## src/rtl/spi_pkg.sv

```systemverilog
//-----------------------------------------------------------------------------
// spi_pkg
// Shared definitions for the SPI master frame engine and the slave-side FSM.
// Both sides build and decode the same 16-bit frame:
//   {addr[6:0], rw, data[7:0]}, MSB first.
// Contents:
//   ADDR_W_DEF / DATA_W_DEF : default field widths
//   FRAME_BITS              : bits per frame at the default widths
//   RW_READ                 : value of the rw bit that marks a read
//   state_t                 : frame engine states
//-----------------------------------------------------------------------------
`timescale 1ns/1ps
package spi_pkg;

  localparam int   ADDR_W_DEF = 7;
  localparam int   DATA_W_DEF = 8;
  localparam int   FRAME_BITS = ADDR_W_DEF + 1 + DATA_W_DEF;
  localparam logic RW_READ    = 1'b1;

  typedef enum logic [2:0] {
    ST_IDLE  = 3'd0,
    ST_GUARD = 3'd1,
    ST_SETUP = 3'd2,
    ST_XFER  = 3'd3,
    ST_HOLD  = 3'd4,
    ST_DONE  = 3'd5
  } state_t;

endpackage

```

## src/rtl/spi_master_if.sv

```systemverilog
//-----------------------------------------------------------------------------
// spi_master_if
// Host-side request/response bus of the SPI master.
//   start  : one-cycle request pulse
//   rw     : 1 = read, 0 = write (captured with start)
//   addr   : target address      (captured with start)
//   wdata  : write byte          (captured with start)
//   busy   : frame in progress
//   done   : one-cycle pulse at frame end
//   rdata  : last byte read
// Modports:
//   master : the host issuing requests
//   slave  : the SPI frame engine serving them
//-----------------------------------------------------------------------------
`timescale 1ns/1ps
interface spi_master_if
  import spi_pkg::*;
#(
  parameter int ADDR_W = ADDR_W_DEF,
  parameter int DATA_W = DATA_W_DEF
);

  logic              start;
  logic              rw;
  logic [ADDR_W-1:0] addr;
  logic [DATA_W-1:0] wdata;
  logic              busy;
  logic              done;
  logic [DATA_W-1:0] rdata;

  modport master (
    output start, rw, addr, wdata,
    input  busy, done, rdata
  );

  modport slave (
    input  start, rw, addr, wdata,
    output busy, done, rdata
  );

endinterface

```

## src/rtl/spi_clk_div.sv

```systemverilog
//-----------------------------------------------------------------------------
// spi_clk_div
// Half-period timebase for the SPI clock.
//   clk     : system clock
//   rst_n   : asynchronous active-low reset
//   i_en    : run enable; while low the counter and phase are held at zero
//   o_tick  : high for the last clk cycle of every CLK_DIV-cycle interval
//   o_phase : toggles on every tick; 0 during the first interval after enable
//-----------------------------------------------------------------------------
`timescale 1ns/1ps
module spi_clk_div
  import spi_pkg::*;
#(
  parameter int CLK_DIV = 4
) (
  input  logic clk,
  input  logic rst_n,
  input  logic i_en,
  output logic o_tick,
  output logic o_phase
);

  localparam int            CW   = (CLK_DIV > 1) ? $clog2(CLK_DIV) : 1;
  localparam logic [CW-1:0] LAST = CW'(CLK_DIV - 1);

  logic [CW-1:0] r_cnt;
  logic          r_phase;

  always_ff @(posedge clk or negedge rst_n) begin
    if (!rst_n) begin
      r_cnt   <= '0;
      r_phase <= 1'b0;
    end else if (!i_en) begin
      // Restart cleanly so every frame sees the same tick alignment.
      r_cnt   <= '0;
      r_phase <= 1'b0;
    end else if (r_cnt == LAST) begin
      r_cnt   <= '0;
      r_phase <= ~r_phase;
    end else begin
      r_cnt   <= r_cnt + 1'b1;
    end
  end

  assign o_tick  = i_en && (r_cnt == LAST);
  assign o_phase = r_phase;

endmodule

```

## src/rtl/spi_master.sv

```systemverilog
//-----------------------------------------------------------------------------
// spi_master
// Master-side SPI frame engine. One host request produces one 16-bit frame
// {addr, rw, data}, MSB first, preceded by a CS-high guard pulse on SCLK that
// returns the slave to its reset state. On reads the data field is sent as
// zero and the byte shifted in on MISO is returned on rdata.
// Ports:
//   clk   : system clock
//   rst_n : asynchronous active-low reset (aborts any frame)
//   bus   : host request/response bus (spi_master_if.slave)
//   sclk  : SPI clock, idle low
//   cs    : chip select, active low, idle high
//   mosi  : master-out data, changes only while sclk is low
//   miso  : slave-out data, sampled as sclk rises
// Frame timing in units of D = CLK_DIV clk cycles:
//   GUARD 2D | SETUP D | XFER 32D | HOLD D | DONE 1 cycle
//-----------------------------------------------------------------------------
`timescale 1ns/1ps
module spi_master
  import spi_pkg::*;
#(
  parameter int CLK_DIV = 4,
  parameter int ADDR_W  = ADDR_W_DEF,
  parameter int DATA_W  = DATA_W_DEF
) (
  input  logic         clk,
  input  logic         rst_n,
  spi_master_if.slave  bus,
  output logic         sclk,
  output logic         cs,
  output logic         mosi,
  input  logic         miso
);

  localparam int            FW         = ADDR_W + 1 + DATA_W;
  localparam int            BW         = $clog2(FW);
  localparam logic [BW-1:0] LAST_BIT   = BW'(FW - 1);
  localparam logic [BW-1:0] DATA_START = BW'(ADDR_W + 1);

  state_t            r_state;
  logic [FW-1:0]     r_tx;
  logic [DATA_W-1:0] r_rx;
  logic [DATA_W-1:0] r_rdata;
  logic [BW-1:0]     r_bitcnt;
  logic              r_rw;
  logic              r_last;     // last falling edge of the frame has occurred
  logic              r_sclk;
  logic              r_cs;
  logic              r_mosi;
  logic              r_busy;
  logic              r_done;

  logic              w_tick;
  logic              w_phase;
  logic [DATA_W-1:0] w_wdata;

  spi_clk_div #(
    .CLK_DIV (CLK_DIV)
  ) u_clk_div (
    .clk     (clk),
    .rst_n   (rst_n),
    .i_en    (r_busy),
    .o_tick  (w_tick),
    .o_phase (w_phase)
  );

  // A read sends a zero data field so the slave sees no stray write data.
  assign w_wdata = (bus.rw == RW_READ) ? '0 : bus.wdata;

  // Phase bookkeeping: the divider restarts at phase 0 when the frame is
  // accepted. GUARD uses two ticks, so SETUP and every SCLK-low interval of
  // XFER end on a phase-0 tick (rising edge) and every SCLK-high interval
  // ends on a phase-1 tick (falling edge).
  always_ff @(posedge clk or negedge rst_n) begin
    if (!rst_n) begin
      r_state  <= ST_IDLE;
      r_tx     <= '0;
      r_rx     <= '0;
      r_rdata  <= '0;
      r_bitcnt <= '0;
      r_rw     <= 1'b0;
      r_last   <= 1'b0;
      r_sclk   <= 1'b0;
      r_cs     <= 1'b1;
      r_mosi   <= 1'b0;
      r_busy   <= 1'b0;
      r_done   <= 1'b0;
    end else begin
      r_done <= 1'b0;
      case (r_state)
        ST_IDLE: begin
          if (bus.start) begin
            r_tx     <= {bus.addr, bus.rw, w_wdata};
            r_rw     <= bus.rw;
            r_bitcnt <= '0;
            r_last   <= 1'b0;
            r_busy   <= 1'b1;
            r_sclk   <= 1'b1;          // guard pulse high half starts now
            r_state  <= ST_GUARD;
          end
        end

        ST_GUARD: begin
          if (w_tick) begin
            if (!w_phase) begin
              r_sclk <= 1'b0;
            end else begin
              r_cs    <= 1'b0;
              r_mosi  <= r_tx[FW-1];
              r_state <= ST_SETUP;
            end
          end
        end

        ST_SETUP: begin
          // First rising edge carries an address bit, so nothing to sample.
          if (w_tick) begin
            r_sclk  <= 1'b1;
            r_state <= ST_XFER;
          end
        end

        ST_XFER: begin
          if (w_tick) begin
            if (w_phase) begin
              // Falling edge: present the next bit.
              r_sclk <= 1'b0;
              r_tx   <= {r_tx[FW-2:0], 1'b0};
              r_mosi <= r_tx[FW-2];
              if (r_bitcnt == LAST_BIT) begin
                r_last <= 1'b1;        // bitcnt stays put; no wrap
              end else begin
                r_bitcnt <= r_bitcnt + 1'b1;
              end
            end else if (r_last) begin
              // Low half of the final bit period has elapsed.
              r_mosi  <= 1'b0;
              r_state <= ST_HOLD;
            end else begin
              // Rising edge: sample MISO during the data field of a read.
              r_sclk <= 1'b1;
              if (r_rw == RW_READ && r_bitcnt >= DATA_START) begin
                r_rx <= {r_rx[DATA_W-2:0], miso};
              end
            end
          end
        end

        ST_HOLD: begin
          if (w_tick) begin
            r_cs   <= 1'b1;
            r_busy <= 1'b0;
            r_done <= 1'b1;
            if (r_rw == RW_READ) begin
              r_rdata <= r_rx;
            end
            r_state <= ST_DONE;
          end
        end

        ST_DONE: begin
          r_state <= ST_IDLE;
        end

        default: begin
          r_state <= ST_IDLE;
        end
      endcase
    end
  end

  assign sclk      = r_sclk;
  assign cs        = r_cs;
  assign mosi      = r_mosi;
  assign bus.busy  = r_busy;
  assign bus.done  = r_done;
  assign bus.rdata = r_rdata;

endmodule

```

## src/flat_wrapper.sv

```systemverilog
// flat-port wrapper written by rule: the top's interface ports become plain ports
module spi_master_flat import spi_pkg::*;
#(
  parameter int CLK_DIV = 4,
  parameter int ADDR_W  = ADDR_W_DEF,
  parameter int DATA_W  = DATA_W_DEF
)
  (clk, rst_n, sclk, cs, mosi, miso, bus_start, bus_rw, bus_addr, bus_wdata, bus_busy, bus_done, bus_rdata);
  spi_master_if #(.ADDR_W(ADDR_W), .DATA_W(DATA_W)) bus_i ();
  input  logic clk;
  input  logic rst_n;
  output logic sclk;
  output logic cs;
  output logic mosi;
  input  logic miso;
  input wire logic [$bits(bus_i.start)-1:0] bus_start;
  input wire logic [$bits(bus_i.rw)-1:0] bus_rw;
  input wire logic [$bits(bus_i.addr)-1:0] bus_addr;
  input wire logic [$bits(bus_i.wdata)-1:0] bus_wdata;
  output wire logic [$bits(bus_i.busy)-1:0] bus_busy;
  output wire logic [$bits(bus_i.done)-1:0] bus_done;
  output wire logic [$bits(bus_i.rdata)-1:0] bus_rdata;
  assign bus_i.start = bus_start;
  assign bus_i.rw = bus_rw;
  assign bus_i.addr = bus_addr;
  assign bus_i.wdata = bus_wdata;
  assign bus_busy = bus_i.busy;
  assign bus_done = bus_i.done;
  assign bus_rdata = bus_i.rdata;
  spi_master #(.CLK_DIV(CLK_DIV), .ADDR_W(ADDR_W), .DATA_W(DATA_W)) u_core (.clk(clk), .rst_n(rst_n), .bus(bus_i), .sclk(sclk), .cs(cs), .mosi(mosi), .miso(miso));
endmodule
```

## config.mk

```make
export PLATFORM = sky130hd
export DESIGN_NAME = spi_master_flat
export DESIGN_NICKNAME = d
export VERILOG_FILES = /design/src/rtl/spi_pkg.sv /design/src/rtl/spi_master_if.sv /design/src/rtl/spi_clk_div.sv /design/src/rtl/spi_master.sv /design/src/flat_wrapper.sv
export SDC_FILE = /design/constraint.sdc
export NUM_CORES = 1
export LEC_CHECK = 0
export BUFFER_PORTS_ARGS = -buffer_cell sky130_fd_sc_hd__buf_2
export CORE_ASPECT_RATIO = 1.5
export CORE_MARGIN = 1
export CORE_UTILIZATION = 56
export CTS_CLUSTER_DIAMETER = 100
export DETAILED_ROUTE_END_ITERATION = 6
export GPL_ROUTABILITY_DRIVEN = 0
export PLACE_DENSITY_LB_ADDON = 0.12
export SYNTH_ARGS = -nofsm -noshare
export SYNTH_HDL_FRONTEND = slang
export SYNTH_SLANG_ARGS = --single-unit
```

## constraint.sdc

```tcl
create_clock -name clk -period 2 [get_ports clk]
set_input_delay 0.2 -clock clk [delete_from_list [all_inputs] [get_ports clk]]
set_output_delay 0.2 -clock clk [all_outputs]
set_load 0.03 [all_outputs]
```

==> flow_summary.toml, run 1 <==
[yosys]
ys_ff_latch = 49
synth_ff_type = "dfrtp_1"
synth_cells = 198
synth.distinct_cells = 46
synth_warnings = 0
synth_edf_count = 0
netlist_area_um2 = 2340
synth_nets = 221
syn_avg_cell_area_um2 = 11.8
yosysSeqAreaShare = 0.525
ys_async_sr_fraction = 1.00

[grt]
antenna_found_initial = 0
overflow = 0
grt_pass1_vias = 1772
grt_pass1_wl_mm = 8.00
grt_max_degree = 32
grt.total_usage = 0.257

[worst_setup_path]
path_class = "reg -> reg"
cp_data_required_time_ns = 2.21
critical_path_depth = 5
path_max_fanout = 9
cpLargestDelayFamily = "simple AND/OR/NAND/NOR gates"
end_kind = "flop"
cp_num_buf_inv = 1
reg2regPathDepth = 5
worst_setup_path_start_kind = "flop"
crit_path_max_incr_delay_ns = 0.36
slowest_stage = "dfrtp_1"
worstPathArrival_ns = 1.95
path_cells = "ha_1, buf_4, and3_1, nand2_1, o221a_2"

[floorplanning]
row_count = 28
boundaryPins = 33
chipHeight_um = 81.1
dieArea_um2 = 4440
initial_core_util = 0.590
core-area_um2 = 3960
die_w_um = 54.7

[route]
wire_per_inst_um = 17.3
drt-initial-drc-count = 40
vias = 1760
wl_mm = 4.90
ant_nets = 0
drc = 0
first_pass_iters = 4
vias_per_cell = 6.22

[timing]
setup_viol = 0
max_freq_ghz = 0.574
fin_crit_sh = 0.871
tns_ns = 0
rsz0062_at_grt = "false"
slew_headroom = 0.553
hold_violations = 0
fin_skew_ns = 0.00664
finalMaxSlewViolations = 0
min_period_ns = 1.74
tightest_slew_ns = 0.671

[power]
total_power_mw = 1.79
power_density_nw_per_um2 = 664
leakagePower_nw = 1.32
worst_ir_drop_vdd_mv = 0.661

[min_path]
hold_path_class = "in -> reg"
hold_depth = 2

[status]
status = "finished clean"

[layout]
fin_nets = 260
seq_area_um2 = 1230
drive_gt1_frac = 0.345
antennaDiodeCount = 0
fillerInstances = 317
synthToLayoutAreaGrowth_pct = 15.3
multi_input_area_um2 = 985

[clock_network]
cts_tree = "done"
clk-insertion-delay-late_ns = 0.31
cts_root_buf = "clkbuf_8"
cts_buffers = 5
htreeDepth = 2
ctsResizeCount = 0
clk_pin_slew_ns = 0.09
clockBufferDepth = 2
cts_sinks = 49

[placement]
detailed_place_hpwl_mm = 3.49
portBuffers = 32

[job]
maxCapViolations = 0
[sequential cells by signal, indices dropped and copies added (netlist names)]
signal / flops
u_core.r_tx: 16
u_core.bus.rdata: 8
u_core.r_rx: 8
u_core.r_bitcnt: 4
u_core.r_state: 3
u_core.u_clk_div.r_cnt: 2
u_core.bus.busy: 1
u_core.bus.done: 1
u_core.cs: 1
u_core.mosi: 1
u_core.r_last: 1
u_core.r_rw: 1
u_core.sclk: 1
u_core.u_clk_div.o_phase: 1
[worst reg2reg max path, stage by stage, from the launching register on]
cell and delay, ns:
dfrtp_1 0.36, ha_1 0.27, buf_4 0.20, and3_1 0.26, nand2_1 0.22, o221a_2 0.34
[cell type report]
type,instances,share of cell area
clock buffers,6,0.0307
clock inverters,2,0.0139
inverters,10,0.0139
multi-input cells,125,0.366
flip-flops and latches,49,0.456
well taps,45,0.0209
repair buffers,46,0.0994
[final timing paths]
kind	start	slack, ns	endpoint
worst max-delay path	u_core.u_clk_div.r_cnt[0]$_DFF_PN0_	0.26	u_core.r_tx[7]$_DFFE_PN0P_
worst min-delay path	miso	0.13	u_core.r_rx[0]$_DFFE_PN0P_
worst max register to register	u_core.u_clk_div.r_cnt[0]$_DFF_PN0_	0.26	u_core.r_tx[7]$_DFFE_PN0P_
worst min register to register	u_core.u_clk_div.r_cnt[0]$_DFF_PN0_	0.45	u_core.u_clk_div.r_cnt[0]$_DFF_PN0_
max in group asynchronous	rst_n	0.87	u_core.cs$_DFFE_PN1P_
min in group asynchronous	rst_n	0.45	u_core.r_tx[8]$_DFFE_PN0P_
[per-stage QoR]
stage	hold slack (ns)	cells	instance area, um^2	setup WS [ns]	utilization
2_1_floorplan	-0.0956	198	2340	0.363	-
3_5_place_dp	0.268	274	2560	0.283	0.648
3_3_place_gp	0.254	274	2560	0.343	0.648
4_1_cts	0.128	283	2690	0.262	0.680
6_report	0.130	283	2690	0.259	0.680
5_1_grt	0.129	283	2690	0.154	0.680
[synth_stat cells (2+ instances only)]
cell type,instances,area share
buf_2,3,0.0064
nand3_1,6,0.013
nand3b_1,2,0.0064
nor2_1,4,0.0064
a21oi_1,5,0.011
o21a_1,9,0.029
dfrtp_1,48,0.51
o31ai_1,2,0.0064
o221a_2,7,0.034
and2_1,3,0.0080
clkbuf_1,5,0.0080
o311ai_0,2,0.0075
o211ai_1,5,0.016
o2111ai_1,2,0.0075
buf_1,2,0.0032
o32a_1,8,0.034
nand2_1,9,0.014
ha_1,3,0.016
nand4_1,3,0.0080
xor2_1,3,0.011
and3_1,5,0.013
mux2_2,16,0.077
buf_6,4,0.019
inv_1,10,0.016
o21ai_0,11,0.024
[metal layers]
layer / vias up / global-route usage / share of wire
met5: - / 0 / 0
li1: 822 / - / -
met1: 862 / 0.276 / 0.38
met4: 0 / 0.141 / 0.028
met3: 18 / 0.0562 / 0.047
met2: 58 / 0.446 / 0.54
[cells in the final DEF, fill, tap and decap left out, types with 4 or more instances in the layout]
cell type and n:
o21ai_0 11, buf_2 32, o32a_1 8, clkbuf_8 6
a21oi_1 5, o221a_2 7, nand3_1 6, and3_1 5
inv_1 10, o211ai_1 5, dfrtp_1 48, nor2_1 4
nand2_1 9, buf_4 13, o21a_1 9, mux2_2 16
[report_power, final]
part	internal [mW]	switching [mW]	total, mW
sequential	0.993	0.00204	0.995
combinational	0.0219	0.0304	0.0523
clock	0.406	0.335	0.742
[timing repair]
| item | CTS | global route |
|---|---|---|
| buffers inserted | 0 | 0 |
| endpoints found under the hold margin | 29 | 0 |
| hold buffers | 1 | 0 |
[kinds of logic (layout without fill, tap and decap cells)]
| group | Yosys count | after routing | synth area share |
|---|---|---|---|
| adders and majority gates | 3 | 3 | 0.0161 |
| and+or+nand+nor | 42 | 42 | 0.110 |
| xor gates and xnor gates | 3 | 3 | 0.0113 |
| AOI/OAI and AO/OA | 60 | 60 | 0.202 |
| buffers and inverters | 24 | 64 | 0.0530 |
| DFF | 49 | 49 | 0.525 |
| muxes | 17 | 17 | 0.0814 |
No activity file was read; power rests on OpenSTA's default activity.
==> inputs of run 2 (changes only) <==
CORE_ASPECT_RATIO = 1.1   (was 1.5)
==> flow_summary.toml, run 2 (synthesis results as in run 1) <==
[status]
status = "finished clean"

[worst_setup_path]
path_max_fanout = 17
worstPathArrival_ns = 2.05
worst_setup_path_start_kind = "flop"
end_kind = "flop"
cp_data_required_time_ns = 2.25
path_class = "reg -> reg"

[floorplanning]
row_count = 24
core-area_um2 = 3990
chipHeight_um = 69.7
dieArea_um2 = 4430
initial_core_util = 0.585
die_w_um = 63.6
boundaryPins = 33

[clock_network]
cts_sinks = 49
ctsResizeCount = 0
hold_buffers = 1
clk-insertion-delay-late_ns = 0.31
clk_pin_slew_ns = 0.09
clockBufferDepth = 2
cts_tree = "done"
htreeDepth = 2
cts_buffers = 5
cts_root_buf = "clkbuf_8"
post_cts_buffers = 0

[min_path]
hold_path_class = "in -> reg"

[route]
drt-initial-drc-count = 145
wire_per_inst_um = 16.4
dr_wl_met3_um = 238
vias_per_cell = 6.03
vias = 1744
ant_nets = 0
wl_met2_mm = 2.41
drc = 0
first_pass_iters = 4
wl_met1_mm = 1.99
routed.top_layer = "met4"
wl_mm = 4.73

[power]
leakagePower_nw = 1.31
power.switching_mw = 0.386
p_int_mw = 1.28
power_density_nw_per_um2 = 622
seqPwrFrac = 0.599
pwr-share-clk = 0.370
combPwrFrac = 0.031
worst_ir_drop_vdd_mv = 0.668
sw_frac_of_total = 0.232
total_power_mw = 1.66

[grt]
grt.total_usage = 0.234
overflow = 0
grt_pass1_wl_mm = 8.00
antenna_found_initial = 0
grt_pass1_vias = 1696
grt_max_degree = 39

[timing]
tightest_slew_ns = 0.806
tns_ns = 0
fin_skew_ns = 0.0117
setup_viol = 0
finalMaxSlewViolations = 0
slew_headroom = 0.463
min_period_ns = 1.80
fin_crit_sh = 0.899
rsz0062_at_grt = "false"
max_freq_ghz = 0.556
hold_violations = 0

[layout]
multi_input_area_um2 = 985
top_register = "u_core.r_tx"
most-common-layout-cells = "dfrtp_1, buf_2, mux2_2"
fin_util = 0.669
fillerInstances = 305
layout_commonest_cell = "dfrtp_1"
seq_area_um2 = 1230
antennaDiodeCount = 0
fin_nets = 259
drive_gt1_frac = 0.342
largest_reg_flops = 16
synthToLayoutAreaGrowth_pct = 14.4

[placement]
detailed_place_hpwl_mm = 3.32
portBuffers = 32

[job]
maxCapViolations = 0
-- run 2: worst max-delay path, cell delays in order, from the launching register on --
cell	delay [ns]
dfrtp_1	0.52
or4b_4	0.71
o21ai_4	0.23
o221a_2	0.28
-- run 2: through the flow --
step / area (um^2) / setup slack [ns] / hold slack, ns / std cells
2_1_floorplan: 2340 / 0.363 / -0.0956 / 198
3_3_place_gp: 2560 / 0.312 / 0.323 / 280
3_5_place_dp: 2560 / 0.233 / 0.336 / 280
4_1_cts: 2670 / 0.220 / 0.117 / 289
5_1_grt: 2670 / 0.152 / 0.115 / 289
6_report: 2670 / 0.201 / 0.121 / 289
-- run 2: worst paths after layout --
path / startpoint / endpoint / slack [ns] / cells after the start
setup reg to reg: u_core.r_state[0]$_DFFE_PN0P_ / u_core.r_tx[2]$_DFFE_PN0P_ / 0.20 / 3
min in group asynchronous: rst_n / u_core.r_tx[11]$_DFFE_PN0P_ / 0.50 / 2
hold reg to reg: u_core.u_clk_div.r_cnt[0]$_DFF_PN0_ / u_core.u_clk_div.r_cnt[0]$_DFF_PN0_ / 0.44 / 1
hold / removal: miso / u_core.r_rx[0]$_DFFE_PN0P_ / 0.12 / 2
setup / recovery: u_core.r_state[0]$_DFFE_PN0P_ / u_core.r_tx[2]$_DFFE_PN0P_ / 0.20 / 3
max in group asynchronous: rst_n / u_core.r_tx[1]$_DFFE_PN0P_ / 0.87 / 3
-- run 2: metal layers --
layer | GRT usage | up-vias
met5 | 0 | -
met4 | 0.0732 | 0
met3 | 0.0559 | 12
met2 | 0.387 | 65
met1 | 0.302 | 847
li1 | - | 820
-- run 2: final cells by class --
| type | count | area share |
|---|---|---|
| well taps | 52 | 0.0243 |
| clock inverters | 3 | 0.0108 |
| flip-flops and latches | 49 | 0.459 |
| clock buffers | 5 | 0.0257 |
| inverters | 10 | 0.0140 |
| repair buffers | 45 | 0.0974 |
| multi-input cells | 125 | 0.368 |
-- run 2: power by group through the flow --
stage	logic (mW)	clock network, mW	registers, mW
2_1_floorplan	0.00949	0	1.01
3_3_place_gp	0.0501	0	1.01
3_5_place_dp	0.0517	0	1.01
4_1_cts	0.0533	0.625	0.995
5_1_grt	0.0597	0.668	0.995
6_report	0.0514	0.616	0.995
